--- src/rtl/iobuf_halfduplex_ctrl_pkg.sv ---
// Shared definitions for the half-duplex pad sequencer: state encodings,
// default geometry and the counter-width helper.
package iobuf_halfduplex_ctrl_pkg;

  localparam int DEFAULT_WIDTH = 8;
  localparam int DEFAULT_TURN  = 2;
  localparam int STATE_W       = 3;

  typedef enum logic [STATE_W-1:0] {
    ST_IDLE   = 3'd0,
    ST_DRIVE  = 3'd1,
    ST_REL    = 3'd2,
    ST_TURN   = 3'd3,
    ST_SAMPLE = 3'd4
  } state_e;

  // One counter serves both word and turnaround phases, so size it for the larger.
  function automatic int cnt_width(input int width, input int turn);
    int m;
    m = (width > turn) ? width : turn;
    return (m > 1) ? $clog2(m) : 1;
  endfunction

endpackage

--- src/rtl/iobuf_hd_shreg.sv ---
// Load / shift-left register: serial in at the LSB, serial out at the MSB.
// Shared by the drive (serialise) and sample (deserialise) phases.
module iobuf_hd_shreg #(
  parameter int WIDTH = 8
) (
  input  logic             clk,
  input  logic             rst_n,
  input  logic             load,
  input  logic             shift,
  input  logic             serial_in,
  input  logic [WIDTH-1:0] load_data,
  output logic [WIDTH-1:0] q,
  output logic [WIDTH-1:0] q_shifted,
  output logic             serial_out
);

  generate
    if (WIDTH == 1) begin : g_one
      assign q_shifted = serial_in;
    end else begin : g_multi
      assign q_shifted = {q[WIDTH-2:0], serial_in};
    end
  endgenerate

  // NOTE: this is a plain register, not a memory array, so it takes the async
  // reset like any other state; that keeps PAD_I defined straight out of reset.
  // NOTE: sequential state uses non-blocking assignments so every flop samples
  // pre-edge values regardless of process ordering.
  always_ff @(posedge clk or negedge rst_n) begin
    if (!rst_n) begin
      q <= '0;
    end else if (load) begin
      q <= load_data;
    end else if (shift) begin
      q <= q_shifted;
    end
  end

  assign serial_out = q[WIDTH-1];

endmodule

--- src/rtl/iobuf_halfduplex_ctrl.sv ---
// Half-duplex sequencer for one tri-state pad: serialises writes MSB first,
// deserialises reads, and inserts a released-pad gap around direction changes.
module iobuf_halfduplex_ctrl
  import iobuf_halfduplex_ctrl_pkg::*;
#(
  parameter int WIDTH = DEFAULT_WIDTH,
  parameter int TURN  = DEFAULT_TURN
) (
  input  logic             C,
  input  logic             CLR_N,
  input  logic             REQ_VALID,
  input  logic             REQ_WRITE,
  input  logic [WIDTH-1:0] REQ_DATA,
  output logic             REQ_READY,
  output logic             RSP_VALID,
  output logic [WIDTH-1:0] RSP_DATA,
  output logic             BUSY,
  output logic             PAD_I,
  output logic             PAD_T,
  input  logic             PAD_O
);

  localparam int               CNT_W    = cnt_width(WIDTH, TURN);
  localparam logic [CNT_W-1:0] CNT_WORD = CNT_W'(WIDTH - 1);
  localparam logic [CNT_W-1:0] CNT_TURN = CNT_W'(TURN - 1);

  state_e           state;
  state_e           state_nxt;
  logic [CNT_W-1:0] cnt;
  logic             cnt_zero;
  logic             accept;
  logic             sh_load;
  logic             sh_shift;
  logic [WIDTH-1:0] sh_q;
  logic [WIDTH-1:0] sh_next;
  logic             sh_msb;

  assign cnt_zero = (cnt == '0);
  assign accept   = REQ_VALID && (state == ST_IDLE);
  assign sh_load  = accept && REQ_WRITE;
  assign sh_shift = (state == ST_DRIVE) || (state == ST_SAMPLE);

  // Bits shifted in while driving are the pad echo; they are flushed by the
  // time the next word is loaded or fully sampled.
  iobuf_hd_shreg #(.WIDTH(WIDTH)) u_shreg (
    .clk        (C),
    .rst_n      (CLR_N),
    .load       (sh_load),
    .shift      (sh_shift),
    .serial_in  (PAD_O),
    .load_data  (REQ_DATA),
    .q          (sh_q),
    .q_shifted  (sh_next),
    .serial_out (sh_msb)
  );

  always_ff @(posedge C or negedge CLR_N) begin
    if (!CLR_N) begin
      state <= ST_IDLE;
    end else begin
      state <= state_nxt;
    end
  end

  // NOTE: every combinational output gets a default before the case so no
  // path through the block can leave it unassigned and infer a latch.
  always_comb begin
    state_nxt = state;
    unique case (state)
      ST_IDLE:   if (REQ_VALID) state_nxt = REQ_WRITE ? ST_DRIVE : ST_TURN;
      ST_DRIVE:  if (cnt_zero)  state_nxt = ST_REL;
      ST_REL:    if (cnt_zero)  state_nxt = ST_IDLE;
      ST_TURN:   if (cnt_zero)  state_nxt = ST_SAMPLE;
      ST_SAMPLE: if (cnt_zero)  state_nxt = ST_IDLE;
      default:                  state_nxt = ST_IDLE;
    endcase
  end

  always_comb begin
    PAD_T     = 1'b1;
    PAD_I     = 1'b0;
    REQ_READY = 1'b0;
    unique case (state)
      ST_IDLE:  REQ_READY = 1'b1;
      ST_DRIVE: begin
        PAD_T = 1'b0;
        PAD_I = sh_msb;
      end
      default: ;
    endcase
  end

  assign BUSY = ~REQ_READY;

  // Phase counter plus read completion; the final pad bit is captured
  // through the shifter's next-value so the response is ready on the same edge.
  always_ff @(posedge C or negedge CLR_N) begin
    if (!CLR_N) begin
      cnt       <= '0;
      RSP_VALID <= 1'b0;
      RSP_DATA  <= '0;
    end else begin
      RSP_VALID <= 1'b0;
      unique case (state)
        ST_IDLE:   if (accept) cnt <= REQ_WRITE ? CNT_WORD : CNT_TURN;
        ST_DRIVE:  cnt <= cnt_zero ? CNT_TURN : cnt - 1'b1;
        ST_REL:    if (!cnt_zero) cnt <= cnt - 1'b1;
        ST_TURN:   cnt <= cnt_zero ? CNT_WORD : cnt - 1'b1;
        ST_SAMPLE: begin
          if (cnt_zero) begin
            RSP_VALID <= 1'b1;
            RSP_DATA  <= sh_next;
          end else begin
            cnt <= cnt - 1'b1;
          end
        end
        default: cnt <= '0;
      endcase
    end
  end

endmodule

--- config.mk ---
export PLATFORM = sky130hd
export DESIGN_NAME = iobuf_halfduplex_ctrl
export DESIGN_NICKNAME = d
export VERILOG_FILES = /design/src/rtl/iobuf_halfduplex_ctrl_pkg.sv /design/src/rtl/iobuf_hd_shreg.sv /design/src/rtl/iobuf_halfduplex_ctrl.sv
export SDC_FILE = /design/constraint.sdc
export NUM_CORES = 1
export LEC_CHECK = 0
export ABC_AREA = 1
export ABC_CLOCK_PERIOD_IN_PS = 3000
export CAP_MARGIN = 5
export CORE_MARGIN = 3
export CORE_UTILIZATION = 40
export CTS_CLUSTER_SIZE = 40
export DETAILED_ROUTE_END_ITERATION = 7
export PLACE_DENSITY = 0.65
export RECOVER_POWER = 50
export SETUP_SLACK_MARGIN = 0.5
export SLEW_MARGIN = 20
export SYNTH_ARGS = -nofsm -noshare
export SYNTH_HDL_FRONTEND = slang
export SYNTH_SLANG_ARGS = --single-unit
--- constraint.sdc ---
create_clock -name C -period 3 [get_ports C]
set_input_delay 0.45 -clock C [delete_from_list [all_inputs] [get_ports C]]
set_output_delay 0.45 -clock C [all_outputs]
set_load 0.03 [all_outputs]
Word-level counts from Yosys, hierarchy flattened
Cells that the tools add are included.
{"block": "classes", "muxes": 19, "bitwise": 1, "n_addsub": 1, "n_reduce_logical": 10, "eq_ne": 10}
{"operator": "3-bit 2-to-1 mux", "n": 9}
{"operator": "3-bit one-hot mux with 4 select lines", "n": 2}
{"operator": "8-bit 2-to-1 mux", "n": 2}
{"operator": "2-bit != test (second input constant)", "n": 5}
{"operator": "3-bit by 2-bit == test with 1-bit output (second input constant)", "n": 2}
{"operator": "3-bit zero test", "n": 2}
{"operator": "1-bit 2-to-1 mux", "n": 5}
{"operator": "2-bit AND reduction", "n": 2}
{"operator": "4-bit AND reduction", "n": 1}
{"operator": "3-bit by 1-bit == test with 1-bit output (second input constant)", "n": 1}
{"operator": "3-bit == test (second input constant)", "n": 1}
{"operator": "3-bit by 1-bit subtractor with 3-bit output (second input constant)", "n": 1}
{"operator": "1-bit logical AND", "n": 2}
{"operator": "2-bit 2-to-1 mux", "n": 1}
{"operator": "2-bit by 1-bit != test with 1-bit output (second input constant)", "n": 1}
{"operator": "2-bit nonzero test", "n": 1}
{"operator": "2-bit OR reduction", "n": 1}
{"operator": "1-bit logical OR", "n": 1}
{"operator": "1-bit inverter", "n": 1}
{"block": "totals", "input_bits": 13, "wordCells": 46, "output_inout_bits": 13, "register_bits": 23}

Longest topological paths before layout
Gate-level depths: netlist (run 1).
{"block": "logic_depth", "ltp_word": 4, "ltp_mapped": 10, "ltp_nobuf": 10}

Cells and area by module
From an unflattened synthesis (run 1), not the netlist that was laid out.
{"block": "unflattened", "hier_cells": 163, "area_unflattened_um2": 1272.5}
{"mod": "iobuf_halfduplex_ctrl", "area_each_um2": 830.8, "cells_each": 110, "seq_area_each_um2": 375.4, "n_inst": 1}
{"mod": "iobuf_hd_shreg", "area_each_um2": 441.7, "cells_each": 53, "seq_area_each_um2": 200.2, "n_inst": 1}

Worst setup path after synthesis (run 1)
No wires, ideal clock.
{"block": "synth_path", "path_type": "register to output", "start": "register state[1]", "end": "output PAD_I", "t_arrival_ns": 1.221, "n_path_buf": 0, "path_stages_with_launch": 4, "path_slack_ns": 1.329, "required_time_ns": 2.550, "path_cell_list": "dfrtp_1 > nor2_2 > nand2_2 > nor2_1"}
{"block": "synth_between", "elab_chain_cells": 2}
{"item": "from (decl)", "line": "iobuf_halfduplex_ctrl.sv:27", "text": "state_e state;"}
{"item": "from (signal assigned)", "line": "iobuf_halfduplex_ctrl.sv:61", "text": "state <= state_nxt;"}
{"item": "3-bit by 1-bit == test with 1-bit output", "line": "iobuf_halfduplex_ctrl.sv:83", "text": "unique case (state)"}
{"item": "1-bit 2-to-1 mux", "line": "iobuf_halfduplex_ctrl.sv:83"}
{"item": "to (decl)", "line": "iobuf_halfduplex_ctrl.sv:18", "text": "output logic PAD_I,"}
No other way between the ends.

Worst setup path in the final report (run 1)
{"block": "layout_path", "start": "register state[0]", "end": "output BUSY"}
{"block": "layout_between", "elab_chain_cells": 3}
{"item": "3-bit zero test", "line": "iobuf_halfduplex_ctrl.sv:83"}
{"item": "1-bit 2-to-1 mux", "line": "iobuf_halfduplex_ctrl.sv:83"}
{"item": "1-bit inverter", "line": "iobuf_halfduplex_ctrl.sv:93", "text": "assign BUSY = ~REQ_READY;"}
{"item": "to (decl)", "line": "iobuf_halfduplex_ctrl.sv:17", "text": "output logic BUSY,"}
No other way between the ends.

==> results.toml, run 1 <==
[die]
die_area_sq_um = 3780
floorplan.rows = 19
io_pins = 26
die_x_um = 61.5
die_h_um = 61.5
coreArea_sq_um = 2850
initial_utilization = 0.432

[power]
power.density_nw_per_um2 = 996
ir_drop_v = 0.000522
total_power_mw = 1.50
total_leakage_power_nw = 0.749

[grt]
grt_usage = 0.139
grt_pass1_vias = 877
grt_max_degree = 24
grt_pass1_wl_um = 3830
grt_overflow_total = 0
grt_antenna_before_repair = 0

[timing]
tns_ns = 0
period_share = 0.786
setup_slack_ns = 0.643
rsz0062_at_grt = "false"
maxSlewHeadroom = 0.204
slew_viol_final = 0
worst_slew_pin_slew_ns = 1.19
post-route-min-period_ns = 2.36
skew_ns = 0.00412
finalSetupViolations = 0
hold_violations = 0
max_freq_ghz = 0.424

[clocking]
insertion_delay_ns = 0.30
cts_tree = "yes"
cts_hold_repair.buffers = 0
h-tree-depth = 1
cts_resized = 0
clkTransAtPathRegs_ns = 0.12
cts.sinks = 23
cts_setup_buffers = 0
cts_buffers = 3
clockBufferDepth = 2
cts_root_buf = "clkbuf_4"

[placed_design]
gp_congestion = 0.850
hpwl_um = 1850
dp_slack_ns = 1.00
port_buffers = 25
dpl_cell_area_sq_um = 1510

[synthesis]
synth_seq_cells = 23
synth_fp_nets = 163
synth_cell_types = 23
ys_seq_area_frac = 0.467
syn_area_sq_um = 1230
syn_area_per_cell_sq_um = 8.33
synth_cells = 148
yosys_warnings = 0

[worst_hold_path]
min_from = "RSP_DATA[7]$_DFFE_PN0P_"
hp-class = "register to register"

[setup_path]
crit_chain = "nor2_1, nand2_1, clkdlybuf4s50_1"
crit_required_ns = 2.55
cp-end-kind = "output port"
slowest_delay_ns = 0.70
arrival_ns = 1.91
crit_family = "buffers and inverters"
cp-startpoint = "state[0]$_DFFE_PN0P_"
critical_path_class = "register to output port"
r2r_start = "state[0]$_DFFE_PN0P_"
cp_max_fo = 9
start_kind = "register"
critical_path_buf_inv_count = 1
crit_slowest_cell = "clkdlybuf4s50_1"

[finish]
final_layout_size_suffix_gt1_frac = 0.131
antenna_cells = 0
fin_area_sq_um = 1510
nNetsFinal = 192
final_cell_mix = "43 x nand2_1, 24 x clkdlybuf4s50_1, 23 x dfrtp_1, 20 x nor2_1, 17 x inv_1"
layout.cells.most_common = "nand2_1"
regArea_sq_um = 576
area_growth_pct = 22.1
fillers = 276
multi_input_area_sq_um = 531

[route]
viasPerCell = 4.67
drt_iter0_drc = 24
wl_per_cell_um = 11.1
ant_nets = 0
vias = 967
drc = 0
wirelength_um = 2290
dr.pass1.iters = 4

[status]
outcome = "finished, final reports clean"

[run]
maxCapViolations = 0
[per-stage QoR]
stage                     hold slack (ns)  std cells  utilization
after global routing                0.522        207        0.528
final                               0.495        207        0.528
after floorplan                     0.154        148            -
after global placement              0.465        203        0.528
after detailed placement            0.474        203        0.528
after CTS                           0.488        207        0.537
[synthesized netlist by cell type]
master   count  share of area
inv_4        1         0.0051
nand2_1     41           0.12
buf_6        2          0.018
nor2_8       1          0.016
nor2_4       1         0.0091
nand3_2      1         0.0081
nand2_4      3          0.027
nand3_4      1          0.014
nand4_1      2          0.010
o21a_1       1         0.0061
dfrtp_1     23           0.47
nand2_2      2          0.010
o22ai_1      1         0.0051
inv_2        3         0.0091
xnor2_1      1         0.0071
nand3_1      6          0.024
nor2_2       2          0.010
o21ai_1      2         0.0081
ha_1         2          0.020
o21ai_0      8          0.032
o21ai_2      8          0.057
nor2_1      19          0.058
inv_1       17          0.052
[cell families (layout without fill, tap and decap cells)]
kind of cell,Yosys count,in the layout,synth area share
and+or+nand+nor,79,79,0.313
adders and majority gates,2,2,0.0203
buffers and inverters,23,51,0.0843
DFF,23,23,0.467
xor gates and xnor gates,1,1,0.00711
AOI/OAI and AO/OA,20,20,0.109
[power breakdown]
group          internal (mW)  switching, mW  total (mW)
clock network         0.0519         0.0863       0.138
registers              0.428         0.0944       0.522
logic                  0.319          0.519       0.838
[worst reg2reg max path, stage by stage, from the launching register on]
cell and delay [ns]:
dfrtp_1 0.53, nor2_1 0.25, nand2_1 0.10, nand2_1 0.27, clkinvlp_2 0.15, nand2_1 0.25
nor2_1 0.07, nor2_1 0.12
[layer usage]
layer	track usage	wire length, um	up-vias
met2	0.220	1060	22
met5	0	0	-
li1	-	-	521
met4	0.0273	13	0
met3	0.0440	142	2
met1	0.189	1080	422
[worst paths after layout]
check	endpoint	slack, ns	cells after the start
worst max-delay path	BUSY	0.64	3
worst min-delay path	RSP_DATA[7]$_DFFE_PN0P_	0.50	2
worst max register to register	u_shreg.q[7]$_DFFE_PN0P_	1.19	7
worst min register to register	RSP_DATA[7]$_DFFE_PN0P_	0.50	2
max in group asynchronous	RSP_DATA[5]$_DFFE_PN0P_	1.40	2
min in group asynchronous	cnt[2]$_DFFE_PN0P_	0.89	2
[final cells by class]
cell class | count | area share
Inverter | 21 | 0.0532
Tap cell | 31 | 0.0258
Sequential cell | 23 | 0.382
Timing Repair Buffer | 26 | 0.169
Clock buffer | 4 | 0.0175
Multi-Input combinational cell | 102 | 0.352
[state kept, by name (all words and copies together) (netlist names)]
register	count
cnt	3
RSP_VALID	1
u_shreg.q	8
state	3
RSP_DATA	8
No activity file was read; power rests on OpenSTA's default activity.
==> run 2, diff against run 1 <==
--- a/config.mk
+++ b/config.mk
@@ -6,13 +6,13 @@
 export NUM_CORES = 1
 export LEC_CHECK = 0
 export ABC_AREA = 1
-export ABC_CLOCK_PERIOD_IN_PS = 3000
+export ABC_CLOCK_PERIOD_IN_PS = 2100
 export CAP_MARGIN = 5
 export CORE_MARGIN = 3
 export CORE_UTILIZATION = 40
 export CTS_CLUSTER_SIZE = 40
 export DETAILED_ROUTE_END_ITERATION = 7
-export PLACE_DENSITY = 0.65
+export PLACE_DENSITY = 0.68
 export RECOVER_POWER = 50
 export SETUP_SLACK_MARGIN = 0.5
 export SLEW_MARGIN = 20
==> constraint.sdc (replaced) <==
create_clock -name C -period 2.1 [get_ports C]
set_input_delay 0.315 -clock C [delete_from_list [all_inputs] [get_ports C]]
set_output_delay 0.315 -clock C [all_outputs]
set_load 0.03 [all_outputs]
==> run 2 against run 1 <==
Clock-buffer cell count did not move. Combinational power rose by 74%. Largest power group unchanged. Clock skew fell by 0.0034 ns. Cell count rose by 4.3%. Global-route usage rose by 0.25 points. Wire length rose by 12%. Critical path depth rose by 4. Non-clock buffer count rose by 9. Die area did not move. Sequential share of layout area fell by 2.6 points. Worst setup slack got worse by 0.18 ns.
==> results.toml, run 2 (same netlist as run 1, synthesis figures left out) <==
[timing]
rsz0062_at_grt = "true"
timing.hold.ws_ns = 0.489
period_share = 0.780
worst_slew_pin_slew_ns = 1.19
hold_violations = 0
maxSlewHeadroom = 0.209
setup_slack_ns = 0.462
slew_viol_final = 0
skew_ns = 0.000706
max_freq_ghz = 0.611
tns_ns = 0
post-route-min-period_ns = 1.64
finalSetupViolations = 0

[grt]
grt_pass1_vias = 939
grt_overflow_total = 0
grt_usage = 0.142
grt_max_degree = 24
grt_pass1_wl_um = 3950
grt_antenna_before_repair = 0

[finish]
fin_area_sq_um = 1620
area_growth_pct = 31.7
fillers = 278
nNetsFinal = 201
finish.utilization = 0.569
layout.cells.most_common = "nand2_1"
final_layout_size_suffix_gt1_frac = 0.232
final_cell_mix = "40 x nand2_1, 21 x dfrtp_1, 18 x nor2_1, 17 x inv_1, 11 x clkdlybuf4s50_1"
reg.largest.list = "RSP_DATA (8), u_shreg.q (8)"
antenna_cells = 0

[clocking]
cts_root_buf = "clkbuf_4"
insertion_delay_ns = 0.30
h-tree-depth = 1
clkTransAtPathRegs_ns = 0.12
cts_buffers = 3
cts_tree = "yes"
cts_hold_repair.buffers = 0
clockBufferDepth = 2
cts.sinks = 23

[setup_path]
r2r_start = "cnt[0]$_DFFE_PN0P_"
r2r-end = "RSP_DATA[4]$_DFFE_PN0P_"
endpoint = "RSP_DATA[4]$_DFFE_PN0P_"
worstRegToRegCells = 7
start_kind = "register"
cp-end-kind = "register"
critical_path_class = "register to register"
arrival_ns = 1.84
cp-startpoint = "cnt[0]$_DFFE_PN0P_"
cp_max_fo = 17
rrSetupSlack_ns = 0.46
crit_required_ns = 2.31

[placed_design]
port_buffers = 25
hpwl_um = 1900
gp_congestion = 0.800
dp_slack_ns = 0.218
dpl_cell_area_sq_um = 1510

[die]
initial_utilization = 0.432
io_pins = 26
coreArea_sq_um = 2850
die_h_um = 61.5
die_x_um = 61.5
floorplan.rows = 19
die_area_sq_um = 3780

[power]
ir_drop_v = 0.000958
power.density_nw_per_um2 = 1480
total_leakage_power_nw = 0.843

[route]
wl_per_cell_um = 11.9
vias = 1056
ant_nets = 0
wirelength_um = 2570
dr.pass1.iters = 4
drt_iter0_drc = 28
drc = 0
viasPerCell = 4.89

[run]
maxCapViolations = 0

[status]
outcome = "finished, final reports clean"

[worst_hold_path]
hp-class = "register to register"
[run 2: cell types whose count changed in the layout (fill, tap and decap cells not counted), moves of 2 or more]
cell / previous run / this run
dfrtp_2: 0 / 2
inv_4: 0 / 2
nand2_4: 1 / 4
nand2_1: 43 / 40
nor2_1: 20 / 18
buf_4: 0 / 7
dlygate4sd2_1: 0 / 9
buf_6: 0 / 4
dfrtp_1: 23 / 21
clkdlybuf4s50_1: 24 / 11
[run 2: how the worst min path moves through the flow]
stage	end	slack, ns	cells after the start	start
floorplan	RSP_DATA[0]$_DFFE_PN0P_	0.02	0	CLR_N
global placement	RSP_DATA[0]$_DFFE_PN0P_	0.47	2	RSP_DATA[0]$_DFFE_PN0P_
detailed placement	RSP_DATA[2]$_DFFE_PN0P_	0.47	2	RSP_DATA[2]$_DFFE_PN0P_
CTS	u_shreg.q[7]$_DFFE_PN0P_	0.35	2	CLR_N
global route	RSP_DATA[2]$_DFFE_PN0P_	0.52	2	RSP_DATA[2]$_DFFE_PN0P_
finish	RSP_DATA[2]$_DFFE_PN0P_	0.49	2	RSP_DATA[2]$_DFFE_PN0P_
[run 2: what timing repair did]
action / 4_1_cts / 5_1_grt
pin swaps: 1 / 3
resized for setup: 37 / 10
setup buffers: 3 / 6
endpoints found under the setup margin: 22 / 14
[run 2: per-layer routing]
metal | track usage | up-vias | part of all wire
met4 | 0.0455 | 0 | 0.011
met1 | 0.178 | 497 | 0.42
met2 | 0.244 | 20 | 0.54
met5 | 0 | - | 0
met3 | 0.0273 | 4 | 0.034
li1 | - | 535 | -
[run 2: cell type report]
cell class / count / area [sq um] / area share
flip-flops and latches: 23 / 578 / 0.356
repair buffers: 35 / 325 / 0.200
clock buffers: 4 / 26.3 / 0.0162
multi-input cells: 102 / 571 / 0.352
inverters: 21 / 83.8 / 0.0517
well taps: 31 / 38.8 / 0.0239
[run 2: critical path, cell delays in order, from the launching register on]
cell	delay [ns]
dfrtp_1	0.42
inv_1	0.09
ha_1	0.17
inv_1	0.05
nor2_1	0.30
nand3_4	0.28
nand2_1	0.16
o21ai_2	0.06
[run 2: power by group]
part           switching (mW)  internal [mW]
combinational           0.868          0.592
clock                   0.127         0.0741
sequential              0.124          0.614
total                    1.12           1.28
[run 2: stage by stage]
stage | std cells | power [mW]
global placement | 203 | 1.98
floorplan | 148 | 1.67
detailed placement | 203 | 2.03
CTS | 210 | 2.26
global route | 216 | 2.60
finish | 216 | 2.40
==> run 3, diff against run 2 <==
--- a/config.mk
+++ b/config.mk
@@ -6,13 +6,13 @@
 export NUM_CORES = 1
 export LEC_CHECK = 0
 export ABC_AREA = 1
-export ABC_CLOCK_PERIOD_IN_PS = 2100
+export ABC_CLOCK_PERIOD_IN_PS = 1590
 export CAP_MARGIN = 5
 export CORE_MARGIN = 3
 export CORE_UTILIZATION = 40
 export CTS_CLUSTER_SIZE = 40
 export DETAILED_ROUTE_END_ITERATION = 7
-export PLACE_DENSITY = 0.68
+export PLACE_DENSITY = 0.65
 export RECOVER_POWER = 50
 export SETUP_SLACK_MARGIN = 0.5
 export SLEW_MARGIN = 20
==> constraint.sdc (replaced) <==
create_clock -name C -period 1.59 [get_ports C]
set_input_delay 0.2385 -clock C [delete_from_list [all_inputs] [get_ports C]]
set_output_delay 0.2385 -clock C [all_outputs]
set_load 0.03 [all_outputs]
==> run 3 against run 2 <==
Critical path depth shrank 3. Non-clock buffer count grew 15. Cell count grew 8.8%. Sequential share of layout area shrank 5.0 points. First-iteration DRC count grew to 4.4 times the previous value. Combinational power grew 77%. Flip-flop and latch count is the same. Die area is the same. Clock skew grew 0.00091 ns. Final area grew 16%. Largest cell class is now multi-input combinational cells. Largest power group unchanged. Highest routed layer unchanged.
==> results.toml, run 3 (same netlist as run 1, synthesis figures left out) <==
[run]
maxCapViolations = 0

[die]
coreArea_sq_um = 2850
die_h_um = 61.5
die_x_um = 61.5
initial_utilization = 0.432
io_pins = 26
floorplan.rows = 19
die_area_sq_um = 3780

[finish]
final_cell_mix = "34 x nand2_1, 21 x buf_4, 20 x dfrtp_1, 13 x inv_1, 13 x nor2_1"
layout.cells.most_common = "nand2_1"
antenna_cells = 0
final_layout_size_suffix_gt1_frac = 0.436
nNetsFinal = 220
area_growth_pct = 53.4
reg.largest.list = "RSP_DATA (8), u_shreg.q (8)"
finish.utilization = 0.663

[timing]
maxSlewHeadroom = 0.609
post-route-min-period_ns = 1.48
rsz0062_at_grt = "true"
skew_ns = 0.00161
hold_violations = 0
max_freq_ghz = 0.677
period_share = 0.929
worst_slew_pin_slew_ns = 0.586
tns_ns = 0
slew_viol_final = 0
finalSetupViolations = 0
timing.hold.ws_ns = 0.445

[route]
drc = 0
wirelength_um = 3380
ant_nets = 0
drt_iter0_drc = 123
vias = 1203
viasPerCell = 5.12
wl_per_cell_um = 14.4
dr.pass1.iters = 4

[power]
switching_power_mw = 1.83
ir_drop_v = 0.000896
p_int_mw = 2.04
switching_share = 0.473
p_comb_frac = 0.667
total_leakage_power_nw = 0.916
power.density_nw_per_um2 = 2050
seqPwrFrac = 0.263
clkPwrFrac = 0.070

[setup_path]
crit_cells = 4
cp-end-kind = "output port"
arrival_ns = 1.24
crit_family = "flip-flops"
critical_path_buf_inv_count = 1
worstRegToRegCells = 8
crit_chain = "nor2_4, nand2_4, nor2_4, buf_6"
worst_path_most_repeated_cell = "nor2_4"
cp_max_fo = 4
start_kind = "register"
crit_slowest_cell = "dfrtp_2"
crit_required_ns = 1.35
critical_path_class = "register to output port"
slowest_delay_ns = 0.49

[grt]
grt_pass1_vias = 1172
grt_overflow_total = 0
grt_max_degree = 24
grt_pass1_wl_um = 5220
grt_antenna_before_repair = 0
grt_usage = 0.189

[worst_hold_path]
hp-class = "input port to async pin"

[placed_design]
gp_congestion = 0.871
hpwl_um = 1930
port_buffers = 25

[clocking]
cts_root_buf = "clkbuf_4"
cts.sinks = 23
clockBufferDepth = 2
h-tree-depth = 1
cts_buffers = 3
clkTransAtPathRegs_ns = 0.13
cts_hold_repair.buffers = 0
insertion_delay_ns = 0.30
cts_tree = "yes"

[status]
outcome = "finished, final reports clean"
[run 3: changes by cell type in the layout (fill, tap and decap cells not counted), sizes merged]
cell,previous run,this run
nand2,46,47
dlygate4sd2,9,0
clkbuf,5,9
nand3,8,11
buf,13,32
clkinv,0,1
[run 3: repair_timing]
| action | in CTS | in global routing |
|---|---|---|
| gates resized for setup | 74 | 19 |
| endpoints found under the setup margin | 36 | 36 |
| gates cloned | 4 | 0 |
| setup buffers | 15 | 6 |
| pin swaps | 14 | 6 |
| hold endpoints to repair | 0 | 0 |
[run 3: layout make-up]
type	count	area, sq um
Timing Repair Buffer	50	443
Clock buffer	3	22.5
Multi-Input combinational cell	106	718
Fill cell	247	962
Inverter	21	83.8
Sequential cell	23	579
Tap cell	31	38.8
Clock inverter	1	5.00
[run 3: through the flow]
step	std cells	worst slack [ns]	instance area, sq um	total power, mW
floorplan	148	0.302	1280	2.32
global placement	206	0.219	1570	2.77
detailed placement	206	0.172	1570	2.82
CTS	229	0.126	1820	3.64
global route	235	0.0677	1890	4.17
finish	235	0.113	1890	3.88
[run 3: metal layers]
| layer | wire length [um] | track usage | vias up |
|---|---|---|---|
| li1 | - | - | 587 |
| met1 | 1380 | 0.228 | 573 |
| met2 | 1790 | 0.335 | 32 |
| met3 | 146 | 0.0356 | 11 |
| met4 | 67 | 0.0636 | 0 |
| met5 | 0 | 0 | - |
[run 3: worst paths after layout]
check,from,to,slack [ns]
max reg2reg,state[1]$_DFFE_PN0P_,u_shreg.q[7]$_DFFE_PN0P_,0.18
min in group C,PAD_O,RSP_DATA[0]$_DFFE_PN0P_,0.49
max,state[2]$_DFFE_PN0P_,PAD_I,0.11
min,CLR_N,state[0]$_DFFE_PN0P_,0.45
min reg2reg,RSP_DATA[7]$_DFFE_PN0P_,RSP_DATA[7]$_DFFE_PN0P_,0.51
max in group asynchronous,CLR_N,state[2]$_DFFE_PN0P_,0.72
[run 3: power by group through the flow]
stage                     Clock, mW  Combinational, mW  Sequential, mW
after detailed placement          0               1.81            1.01
after global routing          0.307               2.81            1.05
final                         0.270               2.59            1.02
after CTS                     0.283               2.35            1.00
after global placement            0               1.77            1.01
after floorplan                   0               1.26            1.07
